--- src/rtl/hazard_scoreboard.sv ---
// ============================================================================
// Module      : hazard_scoreboard
// Description : RAW hazard detector tracking in-flight destinations after ID,
//               with forwarding/no-forwarding modes, freeze, flush and stall count.
// Revision    : 1.0 - initial release
// ============================================================================
`default_nettype none

module hazard_scoreboard #(
  parameter int REG_W    = 4,
  parameter int DEPTH    = 3,
  parameter int LU_DEPTH = 1,
  parameter int CNT_W    = 16
) (
  input  logic             clk,
  input  logic             rst,
  input  logic             forwarding,
  input  logic [REG_W-1:0] src1,
  input  logic [REG_W-1:0] src2,
  input  logic             two_src,
  input  logic             id_wb_enable,
  input  logic [REG_W-1:0] id_dest,
  input  logic             id_is_load,
  input  logic             mem_ready,
  input  logic             flush,
  output logic             hazard,
  output logic [CNT_W-1:0] stall_count
);

  // Entries below LU_DEPTH are the ones a load result cannot yet be forwarded from.
  localparam logic [DEPTH-1:0] c_lu_mask = DEPTH'((1 << LU_DEPTH) - 1);

  logic [DEPTH-1:0]            r_valid;
  logic [DEPTH-1:0]            r_is_load;
  logic [DEPTH-1:0][REG_W-1:0] r_dest;
  logic [CNT_W-1:0]            r_stall_count;

  logic [DEPTH-1:0] w_match;
  logic             w_hazard;
  logic             w_issue;

  for (genvar i = 0; i < DEPTH; i++) begin : g_match
    assign w_match[i] = r_valid[i] &&
                        ((r_dest[i] == src1) || (two_src && (r_dest[i] == src2)));
  end

  always_comb begin
    w_hazard = 1'b0;
    if (!flush) begin
      w_hazard = forwarding ? |(w_match & r_is_load & c_lu_mask) : |w_match;
    end
  end

  assign w_issue = id_wb_enable && !w_hazard && !flush;

  always_ff @(posedge clk or posedge rst) begin
    if (rst) begin
      r_valid       <= '0;
      r_is_load     <= '0;
      r_dest        <= '0;
      r_stall_count <= '0;
    end else if (mem_ready) begin
      r_valid   <= {r_valid[DEPTH-2:0], w_issue};
      r_is_load <= {r_is_load[DEPTH-2:0], id_is_load && w_issue};
      r_dest    <= {r_dest[DEPTH-2:0], id_dest};
      if (w_hazard && (r_stall_count != {CNT_W{1'b1}})) begin
        r_stall_count <= r_stall_count + CNT_W'(1);
      end
    end
  end

  assign hazard      = w_hazard;
  assign stall_count = r_stall_count;

endmodule

`default_nettype wire

--- config.mk ---
export PLATFORM = sky130hd
export DESIGN_NAME = hazard_scoreboard
export DESIGN_NICKNAME = d
export VERILOG_FILES = /design/src/rtl/hazard_scoreboard.sv
export SDC_FILE = /design/constraint.sdc
export NUM_CORES = 1
export LEC_CHECK = 0
export BUFFER_PORTS_ARGS = -buffer_cell sky130_fd_sc_hd__buf_2
export CAP_MARGIN = 20
export CORE_MARGIN = 4
export CORE_UTILIZATION = 55
export DETAILED_ROUTE_END_ITERATION = 6
export GPL_TIMING_DRIVEN = 0
export PLACE_DENSITY_LB_ADDON = 0.25
export SLEW_MARGIN = 20
export SYNTH_ARGS = -nofsm -noshare
export SYNTH_HDL_FRONTEND = slang
export SYNTH_SLANG_ARGS = --single-unit
--- constraint.sdc ---
create_clock -name clk -period 5.6 [get_ports clk]
set_input_delay 0.84 -clock clk [delete_from_list [all_inputs] [get_ports clk]]
set_output_delay 0.84 -clock clk [all_outputs]
set_load 0.05 [all_outputs]
After elaboration in Yosys (flattened, before gate mapping)
Cells that the tools add are included.
{ "op_classes": {"addsub": 1, "multipliers": 0, "div_mod_pow": 0, "n_lt_le_gt_ge": 0, "eq_ne": 7, "n_shift": 0, "n_mux": 2, "bitwise": 1, "reduce_logical": 17} }
{ "ops": {"columns": ["op", "n"], "rows": [
  ["$eq A4 B4 Y1", 6],
  ["$add A16 B1 Y16 const B", 1],
  ["$ne A16 B16 Y1 const B", 1],
  ["$logic_and A1 B1 Y1", 10],
  ["$logic_or A1 B1 Y1", 3],
  ["$reduce_or A3 Y1", 1],
  ["$logic_not A1 Y1", 2],
  ["$mux W1", 2],
  ["$reduce_and A2 Y1", 1],
  ["$and A1 B1 Y1", 1]
]} }
{ "word_totals": {"regBits": 32, "latch_bits": 0, "ram_bits": 0, "romBits": 0, "input_bits": 20, "out_inout_bits": 17, "wordCells": 34, "mem_count": 0} }

Logic depth before layout (Yosys ltp)
Gate-level depths: netlist of the first run.
{ "logic_depth": {"depth_word": 11, "ltp_mapped": 8, "ltp_nobuf": 7} }

Worst setup path after synthesis of the first run
Ideal clock, no wire load.
{ "synth_timing": {"kind": "in2out", "from": "input port src2[1]", "to": "output port hazard", "t_arrival_ns": 2.011, "required_ns": 4.760, "path_slack_ns": 2.749, "stages": 6, "path_buffers": 1, "cell_sequence": "inv_2 a222oi_1 nor4b_2 o41ai_2 a21oi_4 buf_6"} }
{ "synth_between": {"elab_chain_cells": 7, "word_cells_on_any_way": 16, "classes_between": "eq/ne (3); mux (2); bitwise (1); reduce/logical (10)"} }
{ "synth_lines": {"columns": ["element", "line", "source"], "rows": [
  ["start, declared", "19", "input logic [REG_W-1:0] src2,"],
  ["$eq A4 B4 Y1", "44", "((r_dest[i] == src1) || (two_src && (r_dest[i] == src2)));"],
  ["$logic_and A1 B1 Y1", "44", null],
  ["$logic_or A1 B1 Y1", "44", null],
  ["$logic_and A1 B1 Y1", "43", "assign w_match[i] = r_valid[i] &&"],
  ["$reduce_or A3 Y1 / $and A1 B1 Y1 (equally long branches)", "50", "w_hazard = forwarding ? |(w_match & r_is_load & c_lu_mask) : |w_match;"],
  ["$mux W1 (*)", "50", null],
  ["$mux W1 (*)", "49", "if (!flush) begin"],
  ["end, declared", "26", "output logic hazard,"]
]} }
Every way passes the cells marked *; elsewhere a longest branch is shown, timed or not.

Worst setup path in the final report of the first run
Ends and elaborated chain as after synthesis.

==> results.py, run 1 <==
metrics = {
    "setup_path": {
        "critPathLaunchType": "primary input",
        "worst-path-max-fanout": 10,
        "required_ns": 4.76,
        "crit_type": "in -> out",
        "cp_data_arrival_time_ns": 2.59,
        "cp-end-kind": "primary output",
    },
    "final_layout": {
        "layout_commonest_cell": "buf_2",
        "layout.cells.non_filler": 239,
        "diodes": 0,
        "syn_to_final_growth_pct": 16.3,
        "nNetsFinal": 215,
        "drive_gt1_frac": 0.359,
        "final_cell_mix": "buf_2 (35), dfrtp_1 (32), xnor2_1 (19)",
        "final_util": 0.674,
    },
    "synth": {
        "yosys.area_share.simple": 0.180,
        "synthDistinctLibCells": 32,
        "synth_compound_area_frac": 0.0582,
        "synth_top_family_by_area": "simple AND/OR/NAND/NOR gates",
        "ys_warn_count": 0,
        "muxShareOfSynthArea": 0.0940,
        "ys_seq_area_frac": 0.449,
        "postSynthCellCount": 152,
        "synthTopCellsByArea": "dfrtp_1 (45%), xnor2_1 (9.3%), xor2_1 (8.3%)",
        "synth-xor-area-share": 0.177,
        "syn_avg_cell_area_um2": 11.7,
        "yosysTopAreaCellShare": 0.449,
        "synth_top_area_cell": "dfrtp_1",
        "ys_ff_latch": 32,
        "synthAdderAreaFrac": 0.00701,
        "synth_nets": 173,
        "netlist_area_um2": 1780,
    },
    "grt": {
        "overflow": 0,
        "grt_max_degree": 33,
        "grt_pass1_wl_mm": 6.35,
        "grt_pass1_vias": 1437,
        "grt_antenna_before_repair": 0,
        "grt_use_total": 0.195,
    },
    "flow_run": {
        "maxCapViolCount": 0,
    },
    "route": {
        "dr_total_vias": 1322,
        "drc": 0,
        "antenna_left": 0,
        "wl_per_cell_um": 14.9,
        "first_pass_iters": 5,
        "drt-total-wl_mm": 3.56,
        "first_iter_violations": 92,
        "via_per_inst": 5.53,
    },
    "clock_tree": {
        "clkSlewWorstSetupHoldPaths_ns": 0.09,
        "cts_tree": "done",
        "htreeDepth": 2,
        "clkLatencyLatePin_ns": 0.33,
        "post_cts_buffers": 0,
        "cts_made_buffers": 5,
        "post_cts_resized": 0,
        "cts-root-buf": "clkbuf_4",
        "clock_sinks": 32,
        "cts_buffer_depth": 2,
        "holdBufCountCts": 0,
    },
    "timing": {
        "max-slew-margin-rel": 0.567,
        "drv_slew": 0,
        "fin_skew_ns": 0.00629,
        "period_share": 0.612,
        "rsz0062_at_grt": "false",
        "finalCriticalPeriod_ns": 3.43,
        "worst_pin_slew_ns": 0.649,
        "tns_ns": 0,
        "report.final.hold_viol_count": 0,
        "setup_violations": 0,
        "fmax_mhz": 292,
        "setup_ws_ns": 2.17,
    },
    "power": {
        "powerDensity_nw_per_um2": 257,
        "ir_drop_uv": 217,
        "power_mw": 0.533,
        "p_leak_nw": 0.974,
    },
    "floorplan": {
        "rows": 20,
        "die_h_um": 65.0,
        "io_pins": 37,
        "fp.dieArea_um2": 4220,
        "die_w_um": 65.0,
        "core_region_area_um2": 3080,
        "initial_core_util": 0.580,
    },
    "placed_design": {
        "dp_hpwl_mm": 2.70,
        "placed_cells": 231,
        "place_ws_ns": 2.20,
        "port_buffers": 35,
        "routabilityCongestion": 0.904,
    },
    "min_path": {
        "hold_path_class": "reg -> reg",
    },
    "run_status": {
        "outcome": "finished, final reports clean",
    },
}
worst max-delay path: stages:
cell      delay (ns)
buf_2           0.14
inv_2           0.05
a222oi_1        0.34
nor4b_2         0.28
o41ai_2         0.16
a21oi_4         0.29
buf_6           0.21
buf_2           0.28
Yosys cell counts:
cell type	count
and3_4	1
and3_1	11
nand4b_1	1
nand3_1	3
o221ai_1	1
nand2_2	1
mux2_2	8
a222oi_1	1
xnor2_1	19
mux2i_1	1
nand2_1	6
ha_1	1
inv_1	7
nand4_1	5
nand3_2	9
mux2_1	6
o41ai_2	1
nor3_1	1
dfrtp_1	32
nor4b_2	1
and4_1	1
clkbuf_1	3
inv_2	1
o21ai_0	1
xor2_1	17
o211ai_1	1
nor4_1	5
o22ai_1	2
buf_6	2
a41oi_4	1
and2_1	1
a21oi_4	1
sequential cells by signal, indices dropped and copies added (netlist names):
signal       flops
stall_count     16
r_dest          12
r_valid          3
r_is_load        1
layout make-up:
class	count	area [um^2]
fillers	258	1000
multi-input cells	107	920
flip-flops and latches	32	801
repair buffers	35	175
well taps	44	55.1
clock buffers	6	51.3
plain buffers	5	33.8
inverters	8	30.0
clock inverters	2	10.0
cell families after synthesis:
kind of cell / after synthesis
xor gates and xnor gates: 36
AOI/OAI and AO/OA: 9
muxes: 15
adders and majority gates: 1
and+or+nand+nor: 46
DFF: 32
buffers and inverters: 13
routing by layer:
metal	part of all wire	vias to the layer above	global-route usage
li1	-	621	-
met5	0	-	0
met1	0.40	650	0.217
met2	0.52	43	0.345
met3	0.053	8	0.0555
met4	0.023	0	0.0871
stage by stage:
step	hold WS (ns)	cell area [um^2]
after floorplan	0.501	1780
after global placement	0.472	2010
after detailed placement	0.494	2010
after CTS	0.512	2080
after global routing	0.535	2080
final	0.505	2080
power breakdown:
group | leakage, nW | switching, mW | internal (mW)
sequential | 0.416 | 0.0258 | 0.254
combinational | 0.521 | 0.0689 | 0.0469
clock | 0.0380 | 0.0785 | 0.0597
worst paths after layout:
path                                     start         endpoint  depth (start not counted)  slack [ns]
worst min register to register  stall_count[9]   stall_count[9]                          1        0.50
max in group asynchronous                  rst  stall_count[14]                          2        4.59
worst min-delay path            stall_count[9]   stall_count[9]                          1        0.50
min in group asynchronous                  rst        r_dest[2]                          2        0.58
worst max register to register  stall_count[6]   stall_count[6]                          8        3.50
worst max-delay path                   src2[1]           hazard                          8        2.17
Power figures use the tool's default switching activity.
==> run 2: changes to the inputs <==
Settings changed: CORE_UTILIZATION 55 to 54.
Clock period 5.6 ns to 3.6 ns, I/O delays scaled along.
==> results.py, run 2 (synthesis results as in run 1) <==
metrics = {
    "run_status": {
        "outcome": "finished, final reports clean",
    },
    "timing": {
        "period_share": 0.811,
        "rsz0062_at_grt": "false",
        "drv_slew": 0,
        "fmax_mhz": 343,
        "tns_ns": 0,
        "report.final.hold_viol_count": 0,
        "fin_skew_ns": 0.0107,
        "fin_hold_ws_ns": 0.278,
        "finalCriticalPeriod_ns": 2.92,
        "setup_violations": 0,
        "setup_ws_ns": 0.681,
        "max-slew-margin-rel": 0.569,
        "worst_pin_slew_ns": 0.645,
    },
    "power": {
        "combPwrFrac": 0.217,
        "p_sw_frac": 0.319,
        "ir_drop_uv": 297,
        "powerDensity_nw_per_um2": 399,
        "p_leak_nw": 0.969,
        "power.switching_mw": 0.264,
        "internal_power_mw": 0.563,
        "pwr-share-clk": 0.257,
        "p_seq_frac": 0.526,
    },
    "final_layout": {
        "final_area_um2": 2070,
        "final_cell_mix": "buf_2 (35), dfrtp_1 (32), xnor2_1 (19)",
        "syn_to_final_growth_pct": 16.2,
        "largest_register_ff_count": 16,
        "diodes": 0,
        "nNetsFinal": 215,
        "drive_gt1_frac": 0.349,
        "layout_commonest_cell": "buf_2",
    },
    "clock_tree": {
        "holdBufCountCts": 0,
        "htreeDepth": 2,
        "cts_buffer_depth": 2,
        "cts-root-buf": "clkbuf_4",
        "clock_sinks": 32,
        "post_cts_resized": 0,
        "cts_made_buffers": 5,
        "post_cts_buffers": 0,
        "clkSlewWorstSetupHoldPaths_ns": 0.09,
        "cts_tree": "done",
        "clkLatencyLatePin_ns": 0.34,
    },
    "setup_path": {
        "cp_slowest_stage_delay_ns": 0.44,
        "crit_path_cell_trace": "a222oi_1 > nor4b_2 > o41ai_2 > a21oi_4 > buf_6 > buf_2",
        "cp-end-kind": "primary output",
        "cp_slowest_cell": "dfrtp_1",
        "critPathLaunchType": "flip-flop",
        "critical_path_buf_inv_count": 2,
        "crit_type": "reg -> out",
        "cp_data_arrival_time_ns": 2.38,
        "worst-path-max-fanout": 10,
        "required_ns": 3.06,
        "crit_family": "compound AO/OA/AOI/OAI gates",
    },
    "floorplan": {
        "fp.dieArea_um2": 4290,
        "core_region_area_um2": 3100,
        "initial_core_util": 0.575,
        "die_w_um": 65.5,
        "io_pins": 37,
        "rows": 20,
        "die_h_um": 65.5,
    },
    "route": {
        "antenna_left": 0,
        "wl_per_cell_um": 15.0,
        "via_per_inst": 5.51,
        "first_iter_violations": 92,
        "first_pass_iters": 4,
        "dr_total_vias": 1318,
        "drc": 0,
        "drt-total-wl_mm": 3.58,
    },
    "placed_design": {
        "routabilityCongestion": 0.872,
        "port_buffers": 35,
        "placed_area_um2": 2010,
        "place_ws_ns": 0.779,
        "dp_hpwl_mm": 2.75,
    },
    "grt": {
        "grt_pass1_vias": 1371,
        "grt_max_degree": 33,
        "grt_use_total": 0.191,
        "overflow": 0,
        "grt_pass1_wl_mm": 6.14,
        "grt_antenna_before_repair": 0,
    },
    "min_path": {
        "hold_path_class": "in -> async",
    },
    "flow_run": {
        "maxCapViolCount": 0,
    },
}
## run 2: changes by cell type in the layout (fill, tap and decap cells not counted), sizes merged
cell	delta
clkbuf	+2
clkinv	-2
## run 2: power by group through the flow
| stage | registers [mW] | logic (mW) | clock network, mW |
|---|---|---|---|
| floorplan | 0.471 | 0.0973 | 0 |
| global placement | 0.441 | 0.174 | 0 |
| detailed placement | 0.444 | 0.181 | 0 |
| CTS | 0.436 | 0.182 | 0.219 |
| global route | 0.443 | 0.195 | 0.234 |
| finish | 0.436 | 0.179 | 0.213 |
## run 2: routing by layer
layer / up-vias / GRT usage / part of all wire
met3: 8 / 0.0427 / 0.038
li1: 623 / - / -
met4: 0 / 0.0855 / 0.022
met5: - / 0 / 0
met1: 653 / 0.220 / 0.41
met2: 34 / 0.336 / 0.53
## run 2: worst paths after layout
check | depth (start not counted) | from | slack [ns] | end
setup / recovery | 6 | r_dest[5] | 0.68 | hazard
hold / removal | 2 | rst | 0.28 | stall_count[4]
setup reg to reg | 6 | r_dest[5] | 1.50 | stall_count[1]
hold reg to reg | 1 | stall_count[4] | 0.49 | stall_count[4]
max in group asynchronous | 2 | rst | 2.89 | r_dest[8]
min in group clk | 2 | id_dest[1] | 0.43 | r_dest[1]
## run 2: cell type report
cell class | count | area (um^2)
multi-input cells | 107 | 920
flip-flops and latches | 32 | 801
fillers | 283 | 1030
inverters | 8 | 30.0
plain buffers | 5 | 33.8
clock buffers | 8 | 58.8
repair buffers | 35 | 175
well taps | 44 | 55.1
## run 2: through the flow
stage	total power, mW	utilization	cells
floorplan	0.568	-	152
finish	0.828	0.668	239
detailed placement	0.624	0.649	231
CTS	0.837	0.668	239
global route	0.872	0.668	239
global placement	0.615	0.649	231
==> run 3: changes to the inputs <==
Clock period 3.6 ns to 2.8 ns, I/O delays scaled along.
==> results.py, run 3 (synthesis results as in run 1) <==
metrics = {
    "timing": {
        "report.final.hold_viol_count": 0,
        "finalCriticalPeriod_ns": 2.68,
        "fmax_mhz": 373,
        "period_share": 0.957,
        "worst_pin_slew_ns": 0.647,
        "fin_skew_ns": 0.0102,
        "drv_slew": 0,
        "max-slew-margin-rel": 0.568,
        "setup_violations": 0,
    },
    "route": {
        "via_per_inst": 5.52,
        "dr_total_vias": 1342,
        "first_iter_violations": 92,
        "antenna_left": 0,
        "drt-total-wl_mm": 3.64,
        "wl_per_cell_um": 15.0,
        "drc": 0,
        "first_pass_iters": 4,
    },
    "floorplan": {
        "die_h_um": 65.5,
        "initial_core_util": 0.575,
        "die_w_um": 65.5,
        "rows": 20,
        "io_pins": 37,
        "fp.dieArea_um2": 4290,
        "core_region_area_um2": 3100,
    },
    "final_layout": {
        "nNetsFinal": 219,
        "ff_latch_area_um2": 801,
        "syn_to_final_growth_pct": 18.0,
        "multi_input_area_um2": 920,
        "drive_gt1_frac": 0.362,
        "final_util": 0.679,
        "layout.cells.non_filler": 243,
        "fillers": 280,
        "layout_commonest_cell": "buf_2",
        "diodes": 0,
        "final_cell_mix": "buf_2 (34), dfrtp_1 (32), xnor2_1 (19)",
        "largest_register_ff_count": 16,
    },
    "clock_tree": {
        "cts_buffer_depth": 2,
        "htreeDepth": 2,
        "clkSlewWorstSetupHoldPaths_ns": 0.09,
        "clock_sinks": 32,
        "cts_tree": "done",
        "cts_made_buffers": 5,
        "holdBufCountCts": 0,
        "clkLatencyLatePin_ns": 0.34,
        "cts-root-buf": "clkbuf_4",
    },
    "power": {
        "ir_drop_uv": 382,
        "powerDensity_nw_per_um2": 507,
        "p_leak_nw": 0.990,
    },
    "grt": {
        "grt_pass1_vias": 1371,
        "grt_use_total": 0.191,
        "grt_max_degree": 33,
        "overflow": 0,
        "grt_pass1_wl_mm": 6.14,
        "grt_antenna_before_repair": 0,
    },
    "placed_design": {
        "port_buffers": 35,
        "placed_cells": 231,
        "dp_hpwl_mm": 2.75,
        "routabilityCongestion": 0.872,
    },
    "setup_path": {
        "cp_data_arrival_time_ns": 2.26,
        "worst-path-max-fanout": 10,
        "critPathLaunchType": "flip-flop",
        "required_ns": 2.38,
        "cp-end-kind": "primary output",
        "crit_type": "reg -> out",
    },
    "flow_run": {
        "maxCapViolCount": 0,
    },
    "min_path": {
        "hold_path_class": "in -> async",
    },
    "run_status": {
        "outcome": "finished, final reports clean",
    },
}
-- run 3: layer usage --
metal  GRT usage  share of wire
met1       0.220           0.41
met3      0.0427          0.042
met4      0.0855          0.022
met5           0              0
met2       0.336           0.53
-- run 3: final timing paths --
check / cells past startpoint / slack [ns] / start / end
min in group clk: 2 / 0.31 / id_dest[1] / r_dest[1]
max reg2reg: 8 / 0.65 / r_dest[7] / stall_count[1]
min: 2 / 0.16 / rst / stall_count[4]
min reg2reg: 1 / 0.49 / stall_count[4] / stall_count[4]
max: 6 / 0.12 / r_dest[5] / hazard
max in group asynchronous: 2 / 2.21 / rst / r_dest[8]
-- run 3: layout make-up --
cell class,count,share of cell area
Timing Repair Buffer,39,0.0986
Sequential cell,32,0.380
Clock buffer,8,0.0279
Inverter,8,0.0143
Buffer,5,0.0160
Tap cell,44,0.0261
Multi-Input combinational cell,107,0.437
-- run 3: critical path: stages (launching register included) --
cell,delay [ns]
dfrtp_1,0.44
a222oi_1,0.33
nor4b_2,0.29
o41ai_2,0.17
a21oi_4,0.24
buf_6,0.20
clkbuf_4,0.25
-- run 3: what timing repair did --
action	CTS	global route
endpoints found under the setup margin	0	1
resized for setup	0	1
buffers inserted	0	4
-- run 3: per-stage QoR --
| step | hold WS, ns | total power [mW] | setup TNS, ns | cell area, um^2 | worst slack (ns) |
|---|---|---|---|---|---|
| 4_1_cts | 0.179 | 1.08 | 0 | 2070 | 0.00953 |
| 2_1_floorplan | 0.501 | 0.730 | 0 | 1780 | 0.578 |
| 6_report | 0.159 | 1.07 | 0 | 2110 | 0.119 |
| 3_5_place_dp | 0.485 | 0.803 | 0 | 2010 | 0.219 |
| 5_1_grt | 0.208 | 1.13 | -0.0202 | 2110 | -0.0202 |
| 3_3_place_gp | 0.473 | 0.791 | 0 | 2010 | 0.254 |
-- run 3: power by group --
| group | internal, mW | switching (mW) | total [mW] |
|---|---|---|---|
| logic | 0.0963 | 0.139 | 0.235 |
| registers | 0.507 | 0.0529 | 0.560 |
| clock network | 0.124 | 0.150 | 0.273 |
